===== config.mk =====
export PLATFORM = sky130hd
export DESIGN_NAME = cnt32_rd_resp
export DESIGN_NICKNAME = d
export VERILOG_FILES = /design/src/rtl/cnt32_rd_resp.sv
export SDC_FILE = /design/constraint.sdc
export NUM_CORES = 1
export LEC_CHECK = 0
export BUFFER_PORTS_ARGS = -buffer_cell sky130_fd_sc_hd__buf_2
export CELL_PAD_IN_SITES_DETAIL_PLACEMENT = 1
export CELL_PAD_IN_SITES_GLOBAL_PLACEMENT = 1
export CORE_AREA = 2 2 124 126
export CTS_BUF_LIST = sky130_fd_sc_hd__clkbuf_8
export DETAILED_ROUTE_END_ITERATION = 8
export DIE_AREA = 0 0 126 128
export PLACE_DENSITY = 0.77
export SETUP_SLACK_MARGIN = 0.2
export SYNTH_ARGS = -nofsm -noshare
export SYNTH_HDL_FRONTEND = slang
export SYNTH_SLANG_ARGS = --single-unit
export TNS_END_PERCENT = 30

===== constraint.sdc =====
create_clock -name clks -period 1.6 [get_ports clks]
set_input_delay 0.24 -clock clks [delete_from_list [all_inputs] [get_ports clks]]
set_output_delay 0.24 -clock clks [all_outputs]
set_load 0.05 [all_outputs]

===== src/rtl/cnt32_rd_resp.sv =====
// rtl/cnt32_rd_resp.sv - CPU read responder for a bank of 32-bit statistics counters
// Optional clear-on-read of the selected counter: define CNT_RD_CLR_EN.
module cnt32_rd_resp #(
  parameter int          ADDR_WIDTH = 13,
  parameter int          CNT_NUM    = 8,
  parameter logic [12:0] BASE_ADDR  = 13'h100,
  parameter logic [12:0] CLR_ADDR   = 13'h0FF,
  parameter logic [31:0] MISS_DATA  = 32'hDEAD_BEEF
) (
  input  logic                  clks,
  input  logic                  reset,
  input  logic                  cpu_rd,
  input  logic                  cpu_wr,
  input  logic [ADDR_WIDTH-1:0] cpu_addr,
  output logic                  cpu_rd_ack,
  output logic [31:0]           cpu_rd_data,
  output logic                  cpu_rd_miss,
  input  logic [CNT_NUM*32-1:0] cnt_din,
  output logic [CNT_NUM-1:0]    cnt_clr
);

  localparam int IDX_W = (CNT_NUM > 1) ? $clog2(CNT_NUM) : 1;

  typedef enum logic [1:0] {
    IDLE  = 2'd0,
    LATCH = 2'd1,
    ACK   = 2'd2
  } state_t;

  state_t              state_q, state_d;
  logic [IDX_W-1:0]    idx_q, idx_d;
  logic                hit_q, hit_d;
  logic [31:0]         data_q, data_d;
  logic                miss_q, miss_d;
  logic                ack_q, ack_d;
  logic [CNT_NUM-1:0]  clr_q, clr_d;

  // Offset is computed at address width so that addresses below the base wrap
  // to a large value and fail the range check.
  logic [ADDR_WIDTH-1:0] addr_off;
  logic                  addr_hit;
  logic [31:0]           cnt_sel;

  assign addr_off = cpu_addr - ADDR_WIDTH'(BASE_ADDR);
  assign addr_hit = (cpu_addr >= ADDR_WIDTH'(BASE_ADDR)) &&
                    (addr_off < ADDR_WIDTH'(CNT_NUM));
  assign cnt_sel  = cnt_din[{idx_q, 5'd0} +: 32];

  always_comb begin
    state_d = state_q;
    idx_d   = idx_q;
    hit_d   = hit_q;
    data_d  = data_q;
    miss_d  = miss_q;
    ack_d   = 1'b0;
    clr_d   = '0;
    case (state_q)
      IDLE: begin
        if (cpu_rd) begin
          idx_d   = addr_off[IDX_W-1:0];
          hit_d   = addr_hit;
          state_d = LATCH;
`ifdef CNT_RD_CLR_EN
          // Clear lands on the same edge that snapshots the pre-clear value.
          if (addr_hit) clr_d[addr_off[IDX_W-1:0]] = 1'b1;
`endif
        end else if (cpu_wr && (cpu_addr == ADDR_WIDTH'(CLR_ADDR))) begin
          clr_d = '1;
        end
      end
      LATCH: begin
        data_d  = hit_q ? cnt_sel : MISS_DATA;
        miss_d  = ~hit_q;
        ack_d   = 1'b1;
        state_d = ACK;
      end
      ACK: begin
        state_d = IDLE;
      end
      default: begin
        state_d = IDLE;
      end
    endcase
  end

  always_ff @(posedge clks or negedge reset) begin
    if (!reset) begin
      state_q <= IDLE;
      idx_q   <= '0;
      hit_q   <= 1'b0;
      data_q  <= '0;
      miss_q  <= 1'b0;
      ack_q   <= 1'b0;
      clr_q   <= '0;
    end else begin
      state_q <= state_d;
      idx_q   <= idx_d;
      hit_q   <= hit_d;
      data_q  <= data_d;
      miss_q  <= miss_d;
      ack_q   <= ack_d;
      clr_q   <= clr_d;
    end
  end

  assign cpu_rd_ack  = ack_q;
  assign cpu_rd_data = data_q;
  assign cpu_rd_miss = miss_q;
  assign cnt_clr     = clr_q;

endmodule


==> results.py, run 1 <==
metrics = {
    "status": {
        "outcome": "finished with violations",
        "violations": "negative setup slack",
    },
    "cts": {
        "clock_sinks": 41,
        "clk_pin_slew_ns": 0.09,
        "htree_num_levels": 2,
        "cts_root_buffer": "clkbuf_8",
        "cts_buffer_depth": 2,
        "clk_latency_ns": 0.30,
        "tritoncts": "yes",
        "numCtsBuffers": 5,
    },
    "layout": {
        "stdcell_count": 835,
        "diodes": 0,
        "drive_gt1_share_pct": 73.0,
        "fillers": 1769,
        "area_growth_pct": 54.5,
        "fin_area_um2": 5890,
        "fin_nets": 921,
        "final_common_cell": "buf_2",
        "final_cell_mix": "buf_2, dfrtp_1, mux2_2, nor2_1, nand2_1",
    },
    "setup_path": {
        "cp_max_fo": 8,
        "critPathLaunchType": "register",
        "crit_path_end_kind": "register",
        "cp.arrival_ns": 1.80,
        "cp_data_required_time_ns": 1.78,
        "crit_type": "reg -> reg",
    },
    "timing": {
        "finalMaxSlewViolations": 0,
        "fin_worst_skew_ns": 0.0104,
        "worst_pin_slew_ns": 0.378,
        "rsz0062_at_grt": "true",
        "fin_crit_ns": 1.62,
        "slew_headroom_pct": 74.8,
        "finalSetupViolCount": 5,
        "period_share_pct": 101,
        "hold_viol": 0,
        "final.setup.worst_slack_ns": -0.0172,
        "max_freq_mhz": 618,
        "whs_ns": 0.206,
    },
    "power": {
        "irDropWorstVdd_v": 0.000294,
        "switchingPower_mw": 1.78,
        "pwr-share-clk_pct": 15.6,
        "p_total_mw": 4.97,
        "comb_power_share_pct": 61.7,
        "switching_share_pct": 35.7,
        "p_int_mw": 3.20,
        "p_per_area_nw_per_um2": 844,
        "p_seq_share_pct": 22.7,
        "p_leak_nw": 2.80,
    },
    "synthesis": {
        "async_flop_share_pct": 100,
        "synth_top_area_share_pct": 26.9,
        "syn_area_per_cell_um2": 11.4,
        "synth_cell_types": 33,
        "synth_seq_area_share_pct": 26.9,
        "syn_nets": 609,
        "synth_warnings": 0,
        "synth_edf_count": 0,
        "netlist_area_um2": 3810,
        "synth_area_leaders": "dfrtp_1, mux4_2, mux2_2",
        "yosysTopAreaCell": "dfrtp_1",
        "ys.flop_type": "dfrtp_1",
        "ys_ff_latch": 41,
        "synthCells": 334,
    },
    "die": {
        "core_um2": 14900,
        "io_pins": 315,
        "fp-row-count": 45,
        "die_area_um2": 16100,
        "start_util_pct": 25.6,
        "die_h_um": 128,
        "die_w_um": 126,
    },
    "drt": {
        "vias": 4059,
        "drt-pass1-iter-count": 4,
        "drt_iter0_drc": 120,
        "vias_per_cell": 4.86,
        "routed_wirelength_um": 16500,
        "wl_per_cell_um": 19.7,
        "drc": 0,
        "ant_nets": 0,
    },
    "global_route": {
        "grt_use_total_pct": 18.8,
        "grt.overflow.total": 0,
        "antenna_found_initial": 0,
        "grt_start_max_net_pins": 31,
        "grt_pass1_vias": 4628,
        "grt_first_pass_wirelength_um": 23700,
    },
    "placed_design": {
        "portBuffers": 314,
        "placedCellCount": 819,
        "dpl_cell_area_um2": 5570,
        "dp_hpwl_um": 13700,
        "gp_congestion": 0.858,
    },
    "run": {
        "maxCapViolations": 0,
    },
    "min_path": {
        "hold_class": "in -> reg",
    },
}
[critical path, cell delays in order, from the launching register on]
cell and delay, ns:
dfrtp_4 0.50, buf_12 0.15, buf_12 0.12, clkbuf_16 0.16, mux2_4 0.30, a22oi_2 0.16
a31oi_2 0.11
[through the flow]
stage	setup slack [ns]	setup TNS, ns	util, %
5_1_grt	-0.0733	-0.885	39.6
3_5_place_dp	-0.0206	-0.0206	37.4
4_1_cts	-0.00736	-0.0145	38.5
3_3_place_gp	0.0281	0	37.4
2_1_floorplan	0.199	0	-
6_report	-0.0172	-0.0394	39.6
[state kept, by name, indices dropped and copies added (netlist names)]
name         count
cpu_rd_data     32
idx_q            3
state_q          2
cnt_clr          1
cpu_rd_ack       1
cpu_rd_miss      1
hit_q            1
[worst paths after layout]
kind	start	endpoint	slack, ns	cells after the start
worst max-delay path	idx_q[0]	cpu_rd_data[27]	-0.02	6
worst min-delay path	cpu_wr	cnt_clr[6]	0.21	3
worst max register to register	idx_q[0]	cpu_rd_data[27]	-0.02	6
worst min register to register	cpu_rd_data[24]	cpu_rd_data[24]	0.48	2
max in group asynchronous	reset	cpu_rd_data[4]	0.66	3
min in group asynchronous	reset	idx_q[0]	0.38	2
[logic make-up (layout without fill, tap and decap cells)]
family	after synthesis	in the layout	synth area share [%]
AOI/OAI and AO/OA	65	65	13.3
xor gates and xnor gates	1	1	0.230
adders and majority gates	2	2	0.657
buffers and inverters	42	355	8.34
DFF	41	41	26.9
muxes	99	99	41.1
and+or+nand+nor	84	84	9.49
[power groups by stage]
stage               combinational [mW]  sequential, mW  clock, mW
floorplan                         2.01            1.12          0
finish                            3.07            1.13      0.776
detailed placement                2.76            1.17          0
CTS                               2.83            1.15      0.819
global route                      3.28            1.14      0.853
global placement                  2.69            1.16          0
[cells in the mapped netlist (3+ instances only)]
cell and count:
mux2_1 5, dfrtp_1 41, o31ai_1 8, inv_1 3, mux2_2 38, nand2_1 35, a31oi_1 24, a22oi_2 11
mux2_4 24, o22ai_1 8, mux4_2 32, buf_4 9, clkbuf_1 5, nor2_1 36, buf_2 12, buf_6 7
a22oi_1 13
[what timing repair did]
item	in CTS	in global routing
pin swaps	20	3
gates resized for setup	10	8
buffers inserted	0	3
endpoints found under the setup margin	32	32
gates cloned	0	4
hold endpoints to repair	13	0
hold buffers	1	0
[layout make-up]
cell class	count	area [um2]	share of cell area, %
flip-flops and latches	41	1030	17.5
clock inverters	1	5.00	0.0850
inverters	4	15.0	0.255
clock buffers	7	96.3	1.64
multi-input cells	251	2520	42.8
well taps	188	235	3.99
repair buffers	343	1980	33.7
[per-layer routing]
metal / track usage (%) / vias to the layer above / share of wire [%] / wire length (um)
met5: 0 / - / 0 / 0
met4: 4.65 / 0 / 1.5 / 244
met3: 3.30 / 18 / 6.5 / 1070
met2: 38.2 / 204 / 56 / 9280
met1: 19.8 / 1941 / 36 / 5870
li1: - / 1896 / - / -
Power figures use the tool's default switching activity.
==> run 2: changes to the inputs <==
- CORE_AREA: 2 2 124 126 -> 2 2 123 125
- DIE_AREA: 0 0 126 128 -> 0 0 125 127
- PLACE_DENSITY: 0.77 -> 0.78
- clock period: 1.6 -> 2 ns (I/O delays scaled with it)
==> results.py, run 2 (synthesized netlist as in run 1, its figures left out) <==
metrics = {
    "cts": {
        "clock_sinks": 41,
        "post_cts_buffers": 0,
        "cts_buffer_depth": 2,
        "tritoncts": "yes",
        "clk_pin_slew_ns": 0.08,
        "clk_latency_ns": 0.29,
        "cts_root_buffer": "clkbuf_8",
        "numCtsBuffers": 5,
        "htree_num_levels": 2,
    },
    "layout": {
        "diodes": 0,
        "area_growth_pct": 45.6,
        "final_common_cell": "buf_2",
        "final_cell_mix": "buf_2, dfrtp_1, mux2_2, nor2_1, nand2_1",
        "fillers": 1753,
        "drive_gt1_share_pct": 70.5,
        "stdcell_count": 817,
        "largest_reg_flops": 32,
        "multiInputGateArea_um2": 2470,
        "fin_nets": 907,
        "seq_area_um2": 1030,
    },
    "power": {
        "p_per_area_nw_per_um2": 643,
        "p_total_mw": 3.57,
        "p_leak_nw": 2.66,
        "irDropWorstVdd_v": 0.000284,
    },
    "die": {
        "die_area_um2": 15900,
        "fp-row-count": 44,
        "die_h_um": 127,
        "start_util_pct": 26.4,
        "core_um2": 14400,
        "io_pins": 315,
        "die_w_um": 125,
    },
    "setup_path": {
        "reg2reg_depth": 4,
        "critPathLaunchType": "register",
        "cp.arrival_ns": 1.80,
        "crit_path_end_kind": "register",
        "crit_type": "reg -> reg",
        "cp_max_fo": 49,
        "cp_data_required_time_ns": 2.15,
    },
    "timing": {
        "max_freq_mhz": 604,
        "whs_ns": -0.00785,
        "setup_tns_ns": 0,
        "period_share_pct": 82.8,
        "fin_worst_skew_ns": 0.0112,
        "hold_viol": 7,
        "slew_headroom_pct": 61.9,
        "rsz0062_at_grt": "false",
        "finalMaxSlewViolations": 0,
        "worst_pin_slew_ns": 0.572,
        "finalSetupViolCount": 0,
        "fin_crit_ns": 1.66,
    },
    "drt": {
        "drt-pass1-iter-count": 4,
        "ant_nets": 0,
        "vias": 4022,
        "vias_per_cell": 4.92,
        "drt_iter0_drc": 111,
        "wl_per_cell_um": 18.9,
        "routed_wirelength_um": 15500,
        "drc": 0,
    },
    "global_route": {
        "grt_pass1_vias": 4501,
        "grt_first_pass_wirelength_um": 23700,
        "antenna_found_initial": 0,
        "grt_use_total_pct": 18.9,
        "grt_start_max_net_pins": 50,
        "grt.overflow.total": 0,
    },
    "status": {
        "violations": "negative hold slack",
        "outcome": "finished with violations",
    },
    "placed_design": {
        "gp_congestion": 0.871,
        "dp_hpwl_um": 13100,
        "placedCellCount": 809,
        "portBuffers": 314,
    },
    "run": {
        "maxCapViolations": 0,
    },
    "min_path": {
        "hold_class": "in -> async",
    },
}
-- run 2: changes by cell type in the layout (fill, tap and decap cells not counted), sizes merged --
cell         before  now
buf             339  329
clkbuf           10    6
clkinv            1    0
dlygate4sd3       1    0
inv               4    6
-- run 2: per-layer routing --
metal	track usage, %	part of all wire (%)	vias up	wire length (um)
met2	36.5	54	201	8290
li1	-	-	1871	-
met5	0	0	-	0
met4	5.10	2.0	0	309
met1	21.1	38	1926	5870
met3	3.56	6.6	24	1010
-- run 2: final timing paths --
check,start,end,slack [ns]
max,idx_q[0],cpu_rd_data[30],0.34
min in group clks,cpu_addr[2],idx_q[2],0.27
max reg2reg,idx_q[0],cpu_rd_data[30],0.34
min reg2reg,cpu_rd_data[24],cpu_rd_data[24],0.48
min,reset,cnt_clr[6],-0.008
max in group asynchronous,reset,cpu_rd_data[6],1.31
-- run 2: power by group --
part	internal (mW)	switching [mW]
registers	0.860	0.0773
logic	1.13	0.937
clock network	0.272	0.290
-- run 2: final cells by class --
cell class              count  area share (%)
multi-input cells         251            44.5
flip-flops and latches     41            18.6
inverters                   4           0.271
repair buffers            329            30.8
clock inverters             2           0.135
clock buffers               6            1.49
well taps                 184            4.15
-- run 2: worst max-delay path, cell delays in order, from the launching register on --
cell and delay [ns]:
dfrtp_4 0.45, buf_12 0.29, mux4_2 0.56, nand2_1 0.08, a31oi_1 0.07
-- run 2: per-stage QoR --
stage               worst slack [ns]  instance area, um2  util [%]
finish                         0.345                5550      38.5
global route                   0.246                5550      38.5
CTS                            0.302                5540      38.4
detailed placement             0.328                5450      37.8
global placement               0.349                5450      37.8
floorplan                      0.598                3810         -
-- run 2: repair_timing --
action,CTS,global route
resized for setup,0,1
hold buffers,0,0
endpoints found under the setup margin,0,1
==> run 3: changes to the inputs <==
- ABC_AREA: not set -> 1
- CORE_AREA: 2 2 123 125 -> not set
- CORE_MARGIN: not set -> 1.5
- CORE_UTILIZATION: not set -> 26
- DIE_AREA: 0 0 125 127 -> not set
- PLACE_DENSITY: 0.78 -> 0.84
- clock period: 2 -> 1.53 ns (I/O delays scaled with it)
==> results.py, run 3 <==
metrics = {
    "timing": {
        "whs_ns": 0.147,
        "fin_worst_skew_ns": 0.0183,
        "slew_headroom_pct": 71.7,
        "period_share_pct": 94.2,
        "max_freq_mhz": 694,
        "hold_viol": 0,
        "rsz0062_at_grt": "true",
        "setup_tns_ns": 0,
        "fin_crit_ns": 1.44,
        "finalSetupViolCount": 0,
        "final.setup.worst_slack_ns": 0.0885,
        "finalMaxSlewViolations": 0,
        "worst_pin_slew_ns": 0.423,
    },
    "synthesis": {
        "async_flop_share_pct": 100,
        "synth_cell_types": 20,
        "synth_top_area_share_pct": 28.7,
        "syn_nets": 1021,
        "synth_warnings": 0,
        "yosysTopAreaCell": "nand2_1",
        "synth_seq_area_share_pct": 24.6,
        "synthTopCellsByCount": "nand2_1, nand3_1, inv_1",
        "synthCells": 746,
        "syn_area_per_cell_um2": 5.60,
        "ys.flop_type": "dfrtp_1",
        "synth_area_leaders": "nand2_1, dfrtp_1, nand3_1",
        "synth.most_common_cell": "nand2_1",
        "synth_edf_count": 0,
        "netlist_area_um2": 4180,
        "ys_ff_latch": 41,
    },
    "power": {
        "irDropWorstVdd_v": 0.000463,
        "switching_share_pct": 46.8,
        "p_leak_nw": 3.57,
        "p_per_area_nw_per_um2": 861,
        "comb_power_share_pct": 65.0,
        "pwr-share-clk_pct": 14.2,
        "p_seq_share_pct": 20.7,
        "p_int_mw": 3.00,
        "switchingPower_mw": 2.63,
    },
    "global_route": {
        "grt_pass1_vias": 6006,
        "grt_first_pass_wirelength_um": 29300,
        "grt_start_max_net_pins": 45,
        "grt.overflow.total": 0,
        "antenna_found_initial": 0,
        "grt_use_total_pct": 22.2,
    },
    "layout": {
        "largest_reg_flops": 32,
        "fillers": 2223,
        "final_common_cell": "buf_2",
        "fin_area_um2": 6550,
        "area_growth_pct": 56.7,
        "drive_gt1_share_pct": 41.0,
        "stdcell_count": 1257,
        "final_cell_mix": "buf_2, nand2_1, nand3_1, inv_1, dfrtp_1",
        "diodes": 0,
        "fin_nets": 1315,
    },
    "drt": {
        "drc": 0,
        "ant_nets": 0,
        "wl_per_cell_um": 16.1,
        "vias_per_cell": 4.78,
        "vias": 6013,
        "drt_iter0_drc": 206,
        "drt-pass1-iter-count": 4,
        "routed_wirelength_um": 20300,
    },
    "setup_path": {
        "critPathLaunchType": "register",
        "cp_max_fo": 7,
        "path_buf_inv": 4,
        "cpMaxStageDelayCell": "dfrtp_4",
        "crit_type": "reg -> reg",
        "cpMostUsedCell": "nand3_1",
        "crit_path_end_kind": "register",
        "worst_path_largest_cell_delay_ns": 0.58,
        "cp.arrival_ns": 1.70,
        "path_cells": "inv_12, buf_12, buf_16, nand2_1, nand3_1, nand3_1, nand3_1, nand2_1, inv_1",
        "cp_top_family": "flip-flops",
        "cp_data_required_time_ns": 1.79,
    },
    "min_path": {
        "hold_class": "in -> reg",
    },
    "placed_design": {
        "dpl_cell_area_um2": 5930,
        "portBuffers": 314,
        "placedCellCount": 1236,
        "gp_congestion": 0.848,
        "dp_hpwl_um": 15000,
        "dp_slack_ns": 0.0789,
    },
    "die": {
        "fp-row-count": 46,
        "start_util_pct": 26.5,
        "io_pins": 315,
        "core_um2": 15800,
        "die_area_um2": 16800,
        "die_w_um": 130,
        "die_h_um": 130,
    },
    "cts": {
        "clock_sinks": 41,
        "clk_latency_ns": 0.32,
        "clk_pin_slew_ns": 0.11,
        "cts_root_buffer": "clkbuf_8",
        "htree_num_levels": 2,
        "numCtsBuffers": 5,
        "tritoncts": "yes",
        "cts_buffer_depth": 2,
    },
    "run": {
        "maxCapViolations": 0,
    },
    "status": {
        "outcome": "finished clean",
    },
}
run 3: cell types whose count changed after synthesis, moves of 15 or more:
| cell | before | now |
|---|---|---|
| nand3_1 | 0 | 201 |
| mux4_2 | 32 | 0 |
| or2_2 | 0 | 23 |
| nand2_1 | 35 | 320 |
| buf_4 | 9 | 24 |
| mux2_4 | 24 | 0 |
| mux2_2 | 38 | 0 |
| inv_1 | 3 | 50 |
| a31oi_1 | 24 | 0 |
run 3: kinds of logic (layout without fill, tap and decap cells):
kind of cell | Yosys count | after routing | share of synthesized area, %
AOI/OAI and AO/OA | 14 | 14 | 1.68
adders and majority gates | 2 | 2 | 0.599
and+or+nand+nor | 574 | 574 | 59.4
buffers and inverters | 115 | 410 | 13.7
DFF | 41 | 41 | 24.6
run 3: cell type report:
cell class	count	area (um2)	share of cell area (%)
Clock buffer	5	68.8	1.05
Sequential cell	41	1030	15.7
Multi-Input combinational cell	590	2780	42.5
Tap cell	216	270	4.13
Timing Repair Buffer	349	2160	32.9
Clock inverter	3	25.0	0.382
Inverter	53	211	3.23
run 3: power by group through the flow:
stage / combinational (mW) / sequential, mW / clock (mW)
2_1_floorplan: 2.00 / 1.17 / 0
3_3_place_gp: 2.98 / 1.18 / 0
3_5_place_dp: 3.02 / 1.18 / 0
4_1_cts: 3.31 / 1.17 / 0.856
5_1_grt: 4.03 / 1.18 / 0.879
6_report: 3.66 / 1.17 / 0.802
run 3: worst reg2reg max path, delay by kind of cell (launching register included):
kind	cells	cell delay [ns]
buf+inv	4	0.45
flops	1	0.58
simple gates	5	0.35
run 3: through the flow:
stage / util [%] / power (mW)
2_1_floorplan: - / 3.16
4_1_cts: 39.4 / 5.34
5_1_grt: 41.5 / 6.08
3_3_place_gp: 37.6 / 4.15
6_report: 41.5 / 5.63
3_5_place_dp: 37.6 / 4.20
run 3: worst paths after layout:
path	start	to	slack [ns]	depth (start not counted)
min in group asynchronous	reset	cpu_rd_data[31]	0.40	3
max in group asynchronous	reset	cpu_rd_data[9]	0.88	3
worst max-delay path	idx_q[0]	cpu_rd_data[1]	0.09	9
worst min-delay path	cpu_wr	cnt_clr[6]	0.15	3
worst max register to register	idx_q[0]	cpu_rd_data[1]	0.09	9
worst min register to register	cpu_rd_data[22]	cpu_rd_data[22]	0.49	2
run 3: metal layers:
layer	track usage, %	vias to the layer above	wire, um
li1	-	2948	-
met1	23.6	2816	7790
met2	42.1	223	10400
met3	6.23	26	1660
met4	7.19	0	371
met5	0	-	0
run 3: repair_timing:
item | in CTS | in global routing
pin swaps | 0 | 7
hold buffers | 1 | 0
gates cloned | 3 | 6
endpoints found under the setup margin | 33 | 40
resized for setup | 11 | 46
setup buffers | 3 | 0
endpoints found under the hold margin | 41 | 0
